==> config.mk <==
export PLATFORM = sky130hd
export DESIGN_NAME = pdp8_decode_queue
export DESIGN_NICKNAME = d
export VERILOG_FILES = /design/src/rtl/pdp8_decode_queue.sv
export SDC_FILE = /design/constraint.sdc
export NUM_CORES = 1
export LEC_CHECK = 0
export CAP_MARGIN = 5
export CELL_PAD_IN_SITES_DETAIL_PLACEMENT = 2
export CELL_PAD_IN_SITES_GLOBAL_PLACEMENT = 2
export CORE_MARGIN = 5
export CORE_UTILIZATION = 40
export CTS_CLUSTER_SIZE = 12
export DETAILED_ROUTE_END_ITERATION = 6
export GPL_TIMING_DRIVEN = 1
export PLACE_DENSITY_LB_ADDON = 0.1
export SYNTH_ARGS = -nofsm -noshare
export SYNTH_HDL_FRONTEND = slang
export SYNTH_SLANG_ARGS = --single-unit
==> constraint.sdc <==
create_clock -name clk -period 2.8 [get_ports clk]
set_clock_uncertainty 0.1 [all_clocks]
set_input_delay 0.56 -clock clk [delete_from_list [all_inputs] [get_ports clk]]
set_output_delay 0.56 -clock clk [all_outputs]
set_load 0.01 [all_outputs]
==> src/rtl/pdp8_decode_queue.sv <==
// PDP-8 decode stage: decodes each accepted instruction word into MRI,
// operate-group and IOT fields, then buffers the decoded entries in a
// DEPTH-entry FIFO with valid/ready handshakes on both sides and a flush.
module pdp8_decode_queue #(
  parameter int DEPTH     = 4,
  parameter int PAGE_BITS = 7
) (
  input  logic                         clk,
  input  logic                         reset,
  input  logic                         flush,
  input  logic                         in_valid,
  output logic                         in_ready,
  input  logic [11:0]                  in_inst,
  input  logic [11:0]                  in_pc,
  output logic                         out_valid,
  input  logic                         out_ready,
  output logic [11:0]                  out_pc,
  output logic [5:0]                   out_mri,
  output logic                         out_indirect,
  output logic [11:0]                  out_addr,
  output logic                         out_iot,
  output logic                         out_g1,
  output logic [7:0]                   out_g1_uops,
  output logic                         out_g2,
  output logic [6:0]                   out_g2_uops,
  output logic                         out_illegal,
  output logic [$clog2(DEPTH+1)-1:0]   count
);

  localparam int PW = $clog2(DEPTH);
  localparam int CW = $clog2(DEPTH + 1);

  typedef struct packed {
    logic [11:0] pc;
    logic [5:0]  mri;
    logic        indirect;
    logic [11:0] addr;
    logic        iot;
    logic        g1;
    logic [7:0]  g1_uops;
    logic        g2;
    logic [6:0]  g2_uops;
    logic        illegal;
  } entry_t;

  entry_t          r_mem [DEPTH];
  logic [PW-1:0]   r_rd;
  logic [PW-1:0]   r_wr;
  logic [CW-1:0]   r_count;

  entry_t          w_dec;
  entry_t          w_head;
  logic [2:0]      w_op;
  logic            w_push;
  logic            w_pop;

  assign w_op      = in_inst[11:9];
  assign in_ready  = (r_count < CW'(DEPTH)) && !flush;
  assign out_valid = (r_count != '0);
  assign w_push    = in_valid && in_ready;
  assign w_pop     = out_valid && out_ready;
  assign count     = r_count;

  // Decode the incoming word; fields not belonging to its class stay zero.
  always_comb begin
    w_dec    = '0;
    w_dec.pc = in_pc;
    case (w_op)
      3'd6: w_dec.iot = 1'b1;
      3'd7: begin
        if (!in_inst[8]) begin
          w_dec.g1      = 1'b1;
          w_dec.g1_uops = in_inst[7:0];
          // RAR and RAL together have no defined rotate meaning.
          w_dec.illegal = in_inst[3] && in_inst[2];
        end else if (!in_inst[0]) begin
          w_dec.g2      = 1'b1;
          w_dec.g2_uops = in_inst[7:1];
        end else begin
          // Group 3 encodings decode as illegal on this machine.
          w_dec.illegal = 1'b1;
        end
      end
      default: begin
        w_dec.mri[w_op]  = 1'b1;
        w_dec.indirect   = in_inst[8];
        w_dec.addr       = in_inst[7] ? {in_pc[11:PAGE_BITS], in_inst[PAGE_BITS-1:0]}
                                      : {{(12-PAGE_BITS){1'b0}}, in_inst[PAGE_BITS-1:0]};
      end
    endcase
  end

  // Entry storage; contents are deliberately left unreset.
  always_ff @(posedge clk) begin
    if (w_push) begin
      r_mem[r_wr] <= w_dec;
    end
  end

  // Pointer and occupancy bookkeeping with reset > flush > push/pop.
  always_ff @(posedge clk) begin
    if (reset) begin
      r_rd    <= '0;
      r_wr    <= '0;
      r_count <= '0;
    end else if (flush) begin
      r_rd    <= '0;
      r_wr    <= '0;
      r_count <= '0;
    end else begin
      if (w_push) begin
        r_wr <= r_wr + PW'(1);
      end
      if (w_pop) begin
        r_rd <= r_rd + PW'(1);
      end
      case ({w_push, w_pop})
        2'b10:   r_count <= r_count + CW'(1);
        2'b01:   r_count <= r_count - CW'(1);
        default: r_count <= r_count;
      endcase
    end
  end

  assign w_head       = r_mem[r_rd];
  assign out_pc       = w_head.pc;
  assign out_mri      = w_head.mri;
  assign out_indirect = w_head.indirect;
  assign out_addr     = w_head.addr;
  assign out_iot      = w_head.iot;
  assign out_g1       = w_head.g1;
  assign out_g1_uops  = w_head.g1_uops;
  assign out_g2       = w_head.g2;
  assign out_g2_uops  = w_head.g2_uops;
  assign out_illegal  = w_head.illegal;

endmodule

# Word-level counts from Yosys, hierarchy flattened
# Memory sizes are Yosys's and may differ from the RTL's. A register that Yosys moved wholly into a read port is not among the register bits.
# Cells that the tools add are included.
# Widths: inputs -> output; s select.
word_totals:
  register_bits: 7
  n_memories: 1
  mem_bits_ro: 0
  latchBits: 0
  ram_bits: 200
mem_list:
  columns: ["name", "depth", "width", "read_ports", "rd_clocked_by_memory_dff", "write_ports", "line", "source"]
  rows:
  - ["r_mem", 4, 50, 1, 1, 1, "46", "entry_t r_mem [DEPTH];"]
classes:
  n_eq_ne: 4
  mul: 0
  magnitude_cmp: 3
  n_div: 0
  shifts: 0
  add_sub_neg: 4
  mux: 16
  bitwise_logic: 0
  n_reduce_logical: 10
ops:
  columns: ["op", "count"]
  rows:
  - ["$mux 19", 1]
  - ["$mux 18", 1]
  - ["$mux 8", 2]
  - ["$mux 12", 1]
  - ["$mux 9", 1]
  - ["$eq 3x3->1 const B", 2]
  - ["$mux 1", 6]
  - ["$pmux 3 s2", 1]
  - ["$logic_and 1x1->1", 5]
  - ["$add 2x1->2 const B", 2]
  - ["$lt 3x4->1 const B", 1]
  - ["$mux 2", 2]
  - ["$reduce_or 2->1", 2]
  - ["$add 3x1->3 const B", 1]
  - ["$demux 1 s3", 1]
  - ["$ge 3x1->1 const B", 1]
  - ["$lt 3x3->1 const B", 1]
  - ["$reduce_bool 3->1", 1]
  - ["$sub 3x1->3 const B", 1]
  - ["$eq 2x1->1 const B", 1]
  - ["$eq 2x2->1 const B", 1]
  - ["$reduce_bool 2->1", 1]
  - ["$logic_not 1->1", 1]

# Depth between registers and ports, before layout
depth:
  word_depth: 5
  mapped_depth: 8
  depth_no_buf: 8

# Worst setup path before layout
# OpenSTA, ideal clock, no wires.
synth_path:
  path_kind: "input -> register"
  from: "input port flush"
  to: "memory r_mem[1][0] (netlist bit), enable pin"
  n_path_buf: 0
  required_time_ns: 2.287
  arrival_time_ns: 2.159
  cell_stages: 2
  setup_slack_ns: 0.128
  path_cell_list: "nor3b_2 > and2_1"
synth_via:
  elab_chain_cells: 5
synth_rtl:
  columns: ["element", "line", "source"]
  rows:
  - ["start, declared", "10", "input logic flush,"]
  - ["$logic_not 1->1", "58", "assign in_ready = (r_count < CW'(DEPTH)) && !flush;"]
  - ["$logic_and 1x1->1", "58", null]
  - ["$logic_and 1x1->1", "60", "assign w_push = in_valid && in_ready;"]
  - ["$mux 1", "95", "if (w_push) begin"]
  - ["$mux 1 (implied by the code)", "96", "r_mem[r_wr] <= w_dec;"]
  - ["end, declared", "46", null]
# No other way between the ends.

==> results.toml <==
[global_routing]
grt_usage_pct = 16.1
grt_max_degree = 51
grt_pass1_vias = 4523
grt_pass1_wl_mm = 27.3
overflow = 0
antenna_found_initial = 0

[sta]
slew_violations = 0
fin_crit_ns = 2.73
fin_hold_ws_ns = 0.451
finalSetupViolCount = 0
worst_slew_pin_slew_ns = 0.539
hold_viol = 0
fmax_mhz = 367
slew_headroom_pct = 64.0
finalCritPeriodShare_pct = 97.3
setup_slack_ns = 0.0749

[logic_synthesis]
yosysMostFrequentCell = "edfxtp_1"
syn_avg_cell_area_um2 = 22.4
async_reset_ff_share_pct = 0
synth_cells = 356
synth_ff_type = "edfxtp_1"
yosysWarnings = 0
syn-num-nets = 391
synth_edf_count = 200
yosysUniqueCellTypes = 31
synthesis.area_mm2 = 0.00798
synth.area.top_cells = "edfxtp_1, mux4_2, dfxtp_1"
yosysTopAreaCell = "edfxtp_1"
synth_top_area_share_pct = 75.3
synth_common_cells = "edfxtp_1, mux4_2, and2_1, nor2_1, dfxtp_1"
yosysSeqAreaShare_pct = 77.6
synth-seq-cells = 209

[detailed_routing]
finalWirelength_mm = 17.7
first_pass_iters = 4
routedWlPerCell_um = 23.6
drt_iter0_markers = 213
vias = 3833
antenna_left = 0
drcViolationCount = 0
viasPerCell = 5.10

[min_path]
hold_class = "flop to flop"
hold_path_end = "r_wr[1]$_SDFFE_PP0P_"
whs_path_depth = 2
worstHoldStart = "r_wr[1]$_SDFFE_PP0P_"

[floorplanning]
die-height_um = 151
io_pins = 84
core-area_mm2 = 0.0195
die_w_um = 151
dieArea_mm2 = 0.0229
rows = 51
start_util_pct = 40.8

[power_and_ir_drop]
leakage_nw = 3.18
max-vdd-ir-drop_mv = 0.480
powerDensity_mw_per_mm2 = 644

[flow_run]
drv_cap = 0

[setup_path]
worstPathRequired_ns = 2.14
worstRegToRegCells = 7
crit_arrival_ns = 2.07
max_stage_delay_ns = 0.51
cp_top_family = "buffers and inverters"
crit_buf_inv = 3
cp-start-kind = "flop"
cp.depth = 4
r2r_slack_ns = 0.70
path_cells = "buf_4 > buf_16 > mux4_2 > dlygate4sd2_1"
path_class = "flop to output port"
worstPathMaxFanout = 10
r2r_end = "count[2]$_SDFFE_PP0P_"
cp-end-kind = "output port"
slowest_stage = "mux4_2"
r2r_start = "count[2]$_SDFFE_PP0P_"

[outcome]
status = "finished clean"

[clock_network]
cts.sinks = 209
clkTransAtPathRegs_ns = 0.06
clkLatencyLatePin_ns = 0.50
h-tree-depth = 1
cts_tree = "yes"
cts_made_buffers = 23
clockRootBuffer = "clkbuf_16"
cts.path.max_buffers = 3

[layout]
syn2layout_area_growth_pct = 25.2
fillers = 1727
final_nets = 508
drive_gt1_share_pct = 22.9

[placed_design]
dp.final_hpwl_mm = 10.8
portBuffers = 83
pre_cts_slack_ns = 0.171
routabilityCongestion = 0.698
per-stage QoR:
stage	instances	area, um2	TNS (ns)	util, %	power, mW
3_5_place_dp	705	9260	0	47.4	3.91
5_1_grt	750	9980	-0.00332	51.1	6.71
2_1_floorplan	356	7980	0	-	3.69
6_report	751	9980	0	51.1	6.43
4_1_cts	748	9950	-0.0656	51.0	6.54
3_3_place_gp	705	9260	0	47.4	3.89
where the power goes:
part / internal (mW) / switching, mW
Sequential: 3.47 / 0.0162
Clock: 1.49 / 1.13
Combinational: 0.165 / 0.163
metal layers:
layer | track usage (%) | wire, um | share of wire (%) | vias up
met1 | 20.1 | 7350 | 41 | 2037
met4 | 3.99 | 275 | 1.6 | 0
met5 | 0 | 0 | 0 | -
li1 | - | - | - | 1692
met3 | 3.56 | 883 | 5.0 | 17
met2 | 28.7 | 9220 | 52 | 87
flip-flops by register name, summed over array words and instances (netlist names), named ones only:
register / count
r_mem: 200
r_rd: 2
count: 3
r_wr: 2
cell usage in the layout, fill, tap and decap left out, drive strengths merged, types with 2 or more instances in the layout:
master,instances
nor3b,5
clkbuf,28
dlygate4sd2,45
clkdlybuf4s50,33
nor2,12
or3,2
xnor2,2
edfxtp,200
mux4,50
inv,7
buf,23
clkdlybuf4s15,4
xor2,3
nand2,3
and2,27
a21oi,3
dfxtp,9
ha,5
and3,5
clkinv,8
worst max-delay path by stage:
stage                   start                    end  slack [ns]
CTS                      flop           out_indirect       -0.06
floorplan               flush  r_mem[1][0]$_DFFE_PP_        0.13
global route             flop           out_addr[10]      -0.003
detailed placement  out_ready  count[2]$_SDFFE_PP0P_        0.17
finish                   flop             out_pc[10]        0.07
global placement    out_ready  count[2]$_SDFFE_PP0P_        0.23
worst reg2reg max path, stage by stage (launching register included):
cell     delay (ns)
dfxtp_1        0.49
o31a_1         0.21
ha_1           0.19
inv_1          0.06
fa_1           0.37
xor2_1         0.15
or3_1          0.32
a21oi_1        0.14
repair_timing:
action / CTS / global route
setup endpoints to repair: 44 / 14
cloned: 2 / 0
gates resized for setup: 60 / 1
hold buffers: 0 / 0
setup buffers: 4 / 2
cell families (layout without fill, tap and decap cells):
kind of cell / after synthesis / count (layout) / synth area share, %
AOI/OAI and AO/OA: 6 / 6 / 0.471
xor gates and xnor gates: 5 / 5 / 0.549
adders and majority gates: 6 / 6 / 1.04
buffers and inverters: 20 / 149 / 1.58
DFF: 209 / 209 / 77.6
muxes: 51 / 51 / 14.2
other: 0 / 1 / 0
and+or+nand+nor: 59 / 59 / 4.55
cell type report:
| type | instances | area (um2) | area share, % |
|---|---|---|---|
| antenna | 1 | 2.50 | 0.0251 |
| multi-input combinational | 127 | 1670 | 16.7 |
| sequential | 209 | 6190 | 62.0 |
| tap | 265 | 332 | 3.32 |
| clock buffer | 28 | 594 | 5.95 |
| timing repair buffer | 106 | 1130 | 11.3 |
| inverter | 6 | 22.5 | 0.226 |
| clock inverter | 9 | 42.5 | 0.426 |
(Power assumes the default switching activity.)
